--- src/rtl/matrix_uart_tx.sv ---
// Serialises a 4x4 byte result matrix row-major over an 8N1 UART line after a start strobe.
// Define MATRIX_TX_HEADER_EN to frame the 16 bytes with a 0xA5 sync byte and an XOR checksum byte.
//
// state | meaning
// IDLE  | line high, waiting for start
// START | start bit (low) of the current byte
// DATA  | eight data bits, LSB first
// STOP  | stop bit (high), then next byte or frame end
module matrix_uart_tx #(
  parameter int CLKS_PER_BIT = 434,
  parameter int NUM_BYTES    = 16
) (
  input  logic         clk,
  input  logic         rst,
  input  logic         start,
  input  logic [127:0] matrix,
  output logic         busy,
  output logic         done,
  output logic         tx,
  output logic [3:0]   byte_idx
);

`ifdef MATRIX_TX_HEADER_EN
  localparam int FRAME_BYTES = NUM_BYTES + 2;
`else
  localparam int FRAME_BYTES = NUM_BYTES;
`endif

  typedef enum logic [1:0] {IDLE, START, DATA, STOP} state_t;

  state_t         state, state_d;
  logic [15:0]    baud_cnt;
  logic [2:0]     bit_cnt;
  logic [4:0]     seq;
  logic [7:0]     shreg;
  logic [7:0]     next_byte;
  logic [7:0]     first_byte;
  logic [127:0]   snap;
  logic           bit_end;
  logic           accept;
  logic           last_byte;

  assign bit_end   = (baud_cnt == 16'(CLKS_PER_BIT - 1));
  // The done cycle already has busy low, but a start there is still ignored.
  assign accept    = start && (state == IDLE) && !done;
  assign last_byte = (seq == 5'(FRAME_BYTES - 1));

`ifdef MATRIX_TX_HEADER_EN
  logic [7:0] csum;
  logic [4:0] seq_n;

  always_comb begin
    csum = '0;
    for (int i = 0; i < 16; i++) csum = csum ^ snap[8*i +: 8];
  end

  always_comb begin
    seq_n = seq + 5'd1;
    if (seq_n == 5'(FRAME_BYTES - 1)) next_byte = csum;
    else next_byte = snap[{4'd15 - 4'(seq_n - 5'd1), 3'b000} +: 8];
  end

  assign first_byte = 8'hA5;
  assign byte_idx   = (seq == 5'd0 || last_byte) ? 4'd0 : 4'(seq - 5'd1);
`else
  always_comb begin
    next_byte = snap[{4'd15 - (seq[3:0] + 4'd1), 3'b000} +: 8];
  end

  assign first_byte = matrix[127:120];
  assign byte_idx   = seq[3:0];
`endif

  always_ff @(posedge clk or negedge rst) begin
    if (!rst) state <= IDLE;
    else      state <= state_d;
  end

  always_comb begin
    state_d = state;
    case (state)
      IDLE:  if (accept) state_d = START;
      START: if (bit_end) state_d = DATA;
      DATA:  if (bit_end && bit_cnt == 3'd7) state_d = STOP;
      STOP:  if (bit_end) state_d = last_byte ? IDLE : START;
      default: state_d = IDLE;
    endcase
  end

  always_ff @(posedge clk or negedge rst) begin
    if (!rst) begin
      baud_cnt <= '0;
      bit_cnt  <= '0;
      seq      <= '0;
      shreg    <= '0;
      snap     <= '0;
      tx       <= 1'b1;
      busy     <= 1'b0;
      done     <= 1'b0;
    end else begin
      done <= 1'b0;
      if (state != IDLE) baud_cnt <= bit_end ? 16'd0 : baud_cnt + 16'd1;
      case (state)
        IDLE: begin
          baud_cnt <= '0;
          bit_cnt  <= '0;
          tx       <= 1'b1;
          if (accept) begin
            snap  <= matrix;
            shreg <= first_byte;
            seq   <= '0;
            busy  <= 1'b1;
            tx    <= 1'b0;
          end
        end
        START: begin
          if (bit_end) begin
            tx      <= shreg[0];
            bit_cnt <= '0;
          end
        end
        DATA: begin
          if (bit_end) begin
            shreg   <= shreg >> 1;
            bit_cnt <= bit_cnt + 3'd1;
            tx      <= (bit_cnt == 3'd7) ? 1'b1 : shreg[1];
          end
        end
        STOP: begin
          if (bit_end) begin
            if (last_byte) begin
              seq  <= '0;
              busy <= 1'b0;
              done <= 1'b1;
              tx   <= 1'b1;
            end else begin
              seq   <= seq + 5'd1;
              shreg <= next_byte;
              tx    <= 1'b0;
            end
          end
        end
        default: tx <= 1'b1;
      endcase
    end
  end

endmodule

--- config.mk ---
export PLATFORM = sky130hd
export DESIGN_NAME = matrix_uart_tx
export DESIGN_NICKNAME = d
export VERILOG_FILES = /design/src/rtl/matrix_uart_tx.sv
export SDC_FILE = /design/constraint.sdc
export NUM_CORES = 1
export LEC_CHECK = 0
export CORE_MARGIN = 2
export CORE_UTILIZATION = 40
export DETAILED_ROUTE_END_ITERATION = 12
export PLACE_DENSITY = 0.62
export REMOVE_ABC_BUFFERS = 1
export SLEW_MARGIN = 25
export SYNTH_ARGS = -nofsm -noshare
export SYNTH_HDL_FRONTEND = slang
export SYNTH_SLANG_ARGS = --single-unit
--- constraint.sdc ---
create_clock -name clk -period 3.4 [get_ports clk]
set_clock_uncertainty 0.1 [all_clocks]
set_input_delay 0.34 -clock clk [delete_from_list [all_inputs] [get_ports clk]]
set_output_delay 0.34 -clock clk [all_outputs]
set_load 0.005 [all_outputs]
After elaboration in Yosys (flattened, before gate mapping)
Index checks and enable logic that the tools add are counted.

Shifts and indexed selects: 1. Reduce and logical (&&, ||, !) cells: 17. Muxes and demuxes: 34. Equal/unequal tests: 13. Add/sub/neg operators: 5.

Operators by type and width (count): indexed part select 128 x 8 -> 8 bit (1); 2-to-1 mux 16 bit (3); 2-to-1 mux 8 bit (4); case mux 8 bit (3 select lines) (1); adder 16 x 1 -> 16 bit (second input constant) (1); equality test 16 x 9 -> 1 bit (second input constant) (1); 2-to-1 mux 5 bit (3); != test 2 bit (second input constant) (7); 2-to-1 mux 1 bit (12); case mux 5 bit (2 select lines) (1); case mux 3 bit (3 select lines) (1); AND reduction 3 bit (3); 2-to-1 mux 2 bit (4); case mux 2 bit (4 select lines) (1); AND reduction 4 bit (2); 2-to-1 mux 3 bit (2); nonzero test 2 bit (3); nonzero test 3 bit (2); adder 5 x 1 -> 5 bit (second input constant) (1); equality test 5 x 4 -> 1 bit (second input constant) (1); AND reduction 5 bit (1); adder 4 x 1 -> 4 bit (second input constant) (1); equality test 2 bit (second input constant) (2); case mux 1 bit (4 select lines) (1); other kinds (9) (11).

Output and inout bits: 7. Flip-flop bits (word level): 165. Word-level logic and storage cells: 79. Input port bits: 131.

Longest topological paths before layout
Word-level depth: 6. Mapped depth: 8. Mapped depth without buffers: 7.

Worst setup path before layout
OpenSTA, ideal clock, no wires.

Path kind: register to register. Start point: register seq[0]. End point: register shreg[6]. Required time: 3.216 ns. Path buffers: 1. Period minus slack after synthesis: 2.123 ns. Stages on the path, launching flop included: 8. Data arrival time: 1.939 ns. Setup time: 0.084 ns. Path slack: 1.277 ns. Cells stage by stage: dfrtp_1 -> ha_1 -> and4b_1 -> and2_1 -> a2111oi_4 -> buf_6 -> nor2_1 -> a41oi_2.

Cells in the longest elaborated chain, start to end: 6. Elaborated cells on any way between the ends: 9. Classes of those cells: add/sub (2); eq/ne (2); shift (1); mux (3); reduce/logical (1).

Ends and longest elaborated chain: from (decl) (RTL line 34) `logic [4:0] seq;`; from (signal assigned) (RTL line 137) `seq <= seq + 5'd1;`; adder 4 x 1 -> 4 bit (RTL line 67) `next_byte = snap[{4'd15 - (seq[3:0] + 4'd1), 3'b000} +: 8];`; subtractor 4 bit (RTL line 67); indexed part select 128 x 8 -> 8 bit (RTL line 67); 2-to-1 mux 8 bit (RTL line 131) `if (last_byte) begin`; 2-to-1 mux 8 bit (RTL line 130) `if (bit_end) begin`; case mux 8 bit (3 select lines) (RTL line 103) `case (state)`; to (signal assigned) (RTL line 110) `shreg <= first_byte;`; to (signal assigned) (RTL line 124) `shreg <= shreg >> 1;`; to (signal assigned) (RTL line 138) `shreg <= next_byte;`; to (decl) (RTL line 35) `logic [7:0] shreg;`.

Parallel ways exist; a longest one is shown, timed or not. The select of a mux whose other input is x is not followed. A chain may end at the register's enable or synchronous reset.

Worst setup path after layout
Start point: register state[0]. End point: register shreg[5].

Cells in the longest elaborated chain, start to end: 5. Elaborated cells on any way between the ends: 12. Classes of those cells: eq/ne (6); mux (1); reduce/logical (5).

Ends and longest elaborated chain: from (decl) (RTL line 31) `state_t state, state_d;`; from (signal assigned) (RTL line 76) `else state <= state_d;`; zero test 2 bit (RTL line 45, 103); logical AND 1 bit (2 in series) (RTL line 45) `assign accept = start && (state == IDLE) && !done;`; != test 2 bit (no line); AND reduction 5 bit (no line).

Parallel ways exist; a longest one is shown, timed or not.

==> reports/summary.txt <==
vias -> 6294
Worst Path Buf+Inv -> 2
Sw Ratio -> 37.5%
ANT cells -> 0
Clock Pin Slew Worst Setup and Hold Paths -> 0.07 ns
met3 wire length -> 877 um
# setup viols final -> 0
overall routing resource usage -> 20.0%
CP cell instances -> inv_1 -> ha_1 -> or2_2 -> a2111oi_4 -> buf_4 -> nor2_1 -> a41oi_1
routability cong. -> 0.789
Max IR drop VDD -> 440 uV
worst-path maximum fanout -> 15
part of the Yosys area used for sequential elements -> 52.6%
Slew headroom -> 46.9%
Top Ports -> 138
post-synthesis cell type count -> 46
Leakage -> 4.88 nW
vias per inst -> 4.96
Final Critical Period -> 2.72 ns
Die W -> 144 um
CTS tree -> yes
total power -> 8.70 mW
Pins Over Slew Limit -> 0
required time of the critical path -> 3.64 ns
largest net degree at the start of global routing -> 85
post-synthesis cell area -> 7860 um^2
setup TNS -> 0 ns
Core Rows -> 51
Max Clk Rate -> 368 MHz
Clock Sink Count -> 165
Worst-Margin Slew -> 0.797 ns
Top Family by Delay on Critical Path -> compound AO/OA/AOI/OAI gates
Comb pwr share -> 39.0%
Port Buffers -> 137
period utilisation layout -> 80.0%
Synth Flop Type -> dfrtp_1
met2 WL post-DR -> 9.21 mm
Yosys warning count -> 0
number of global-route vias before repair -> 6258
Final #Nets -> 1134
Worst EP arrival -> 2.95 ns
Die Y -> 144 um
first-pass GRT wire length -> 32.1 mm
clock network power share -> 23.5%
Avg WL per Cell -> 15.5 um
R2R depth -> 7
root buffer cell -> clkbuf_16
slowest CP cell -> a2111oi_4
most common cell after layout, fill and taps aside -> nand2_1
worst stage delay on the critical path -> 0.67 ns
H-tree depth -> 4
EDFF count, synth -> 0
final instance area -> 10100 um^2
worst hold path depth -> 3
cell count along the critical path -> 7
synthesis-stage register bit count -> 165
antenna violations before repair -> 0
max_cap viols -> 0
Post-Route WL -> 19.6 mm
Residual DRC -> 0
Pwr Density -> 859 nW/um^2
share of synthesized registers carrying an async set or reset -> 100%
CTS Buffer Depth -> 2
critical path launch point type -> flip-flop
initial core utilization -> 40.6%
grt ovf -> 0
initial drt markers -> 436
Mean Syn Cell Area -> 9.00 um^2
Syn-to-layout area delta -> 29.0%
DRT Pass-1 Iters -> 5
sequential share of power -> 37.5%
highest-count cells in the layout ignoring fill and taps -> 391 x nand2_1, 164 x dfrtp_1, 136 x clkdlybuf4s50_1
Final Hold Viols -> 0
NetSw -> 3.27 mW
clk_lat worst skew -> 0.43 ns
HPWL Detailed -> 13.3 mm
status -> finished clean
share of layout cells above drive strength 1 -> 5.97%
Worst Setup Path Type -> reg -> reg
worst hold slack -> 0.328 ns
Int Pwr -> 5.44 mW
unrepaired setup endpoints after global routing -> no
CP Capture Type -> flip-flop
TritonCTS buffer count -> 17
metal1 wirelength -> 9.30 mm
full die area -> 20800 um^2
Routed Antenna Nets -> 0
core area -> 19300 um^2
max layer used -> met4
Hold Path Class -> in -> reg
Mapped Cells -> 873
Placement Cell Area -> 9500 um^2
## metal layers
layer,track usage (%),vias up
met1,27.8,3029
met2,31.9,130
met4,5.37,0
met3,4.40,23
li1,-,3112
met5,0,-
## metrics by stage
step	utilization (%)	instances	worst slack (ns)
CTS	52.4	1270	0.700
global route	52.4	1270	0.516
detailed placement	49.1	1237	0.676
floorplan	-	821	-0.292
global placement	49.1	1237	0.811
finish	52.4	1270	0.681
## flip-flops by register name (all words and copies together) (netlist names)
register	count
tx	1
baud_cnt	16
busy	1
done	1
seq	5
shreg	8
bit_cnt	3
snap	128
state	2
## what timing repair did
action | CTS | global route
gates resized for setup | 0 | 0
endpoints found under the setup margin | 0 | 0
hold buffers | 1 | 0
setup buffers | 0 | 0
endpoints found under the hold margin | 74 | 0
## worst reg2reg max path: stages (launching register included)
cell and delay (ns):
dfrtp_1 0.46, inv_1 0.12, ha_1 0.39, or2_2 0.39, a2111oi_4 0.67, buf_4 0.27
nor2_1 0.05, a41oi_1 0.17
## cells in the mapped netlist (3+ instances only)
cell	instances	area [um^2]
dfrtp_1	164	4100
a21oi_1	5	25.0
nor2_1	37	139
xnor2_1	7	61.3
xor2_1	10	87.6
nand4_1	4	25.0
buf_2	8	40.0
and3_1	3	18.8
ha_1	11	138
mux2i_1	65	651
o21ai_0	5	25.0
a22o_1	6	52.6
buf_4	4	30.0
inv_1	10	37.5
and2_1	4	25.0
nand2_1	391	1470
a41oi_1	7	61.3
nand3_1	23	115
a22oi_1	39	293
clkbuf_1	36	135
## power by group through the flow
stage | sequential, mW | clock, mW | combinational, mW
after detailed placement | 3.29 | 0 | 3.42
after CTS | 3.26 | 2.08 | 3.43
after global placement | 3.28 | 0 | 3.38
after global routing | 3.37 | 2.16 | 3.81
after floorplan | 3.15 | 0 | 2.53
final | 3.27 | 2.04 | 3.39
## layout make-up
class / count / area [um^2]
well taps: 265 / 332
fillers: 1787 / 9200
clock buffers: 18 / 429
multi-input cells: 646 / 3490
repair buffers: 152 / 1530
clock inverters: 14 / 191
inverters: 10 / 37.5
flip-flops and latches: 165 / 4130
## logic make-up after synthesis
logic type / Yosys count / share of synthesized area, %
AO/OA/AOI/OAI: 75 / 7.45
flip-flops: 165 / 52.6
multiplexers: 68 / 8.71
AND/OR/NAND/NOR: 475 / 24.1
buffers and inverters: 62 / 3.47
adder cells (fa/ha/maj): 11 / 1.75
XOR/XNOR: 17 / 1.90
## final timing paths
kind | slack (ns) | startpoint | endpoint
hold reg to reg | 0.37 | snap[37]$_DFFE_PN0P_ | snap[37]$_DFFE_PN0P_
setup reg to reg | 0.68 | state[0]$_DFFE_PN0P_ | shreg[5]$_DFFE_PN0P_
setup / recovery | 0.68 | state[0]$_DFFE_PN0P_ | shreg[5]$_DFFE_PN0P_
max in group asynchronous | 1.80 | rst | tx$_DFFE_PN1P_
hold / removal | 0.33 | matrix[18] | snap[18]$_DFFE_PN0P_
min in group asynchronous | 0.42 | rst | snap[24]$_DFFE_PN0P_
Note: power is estimated with default switching activity, not from simulation.
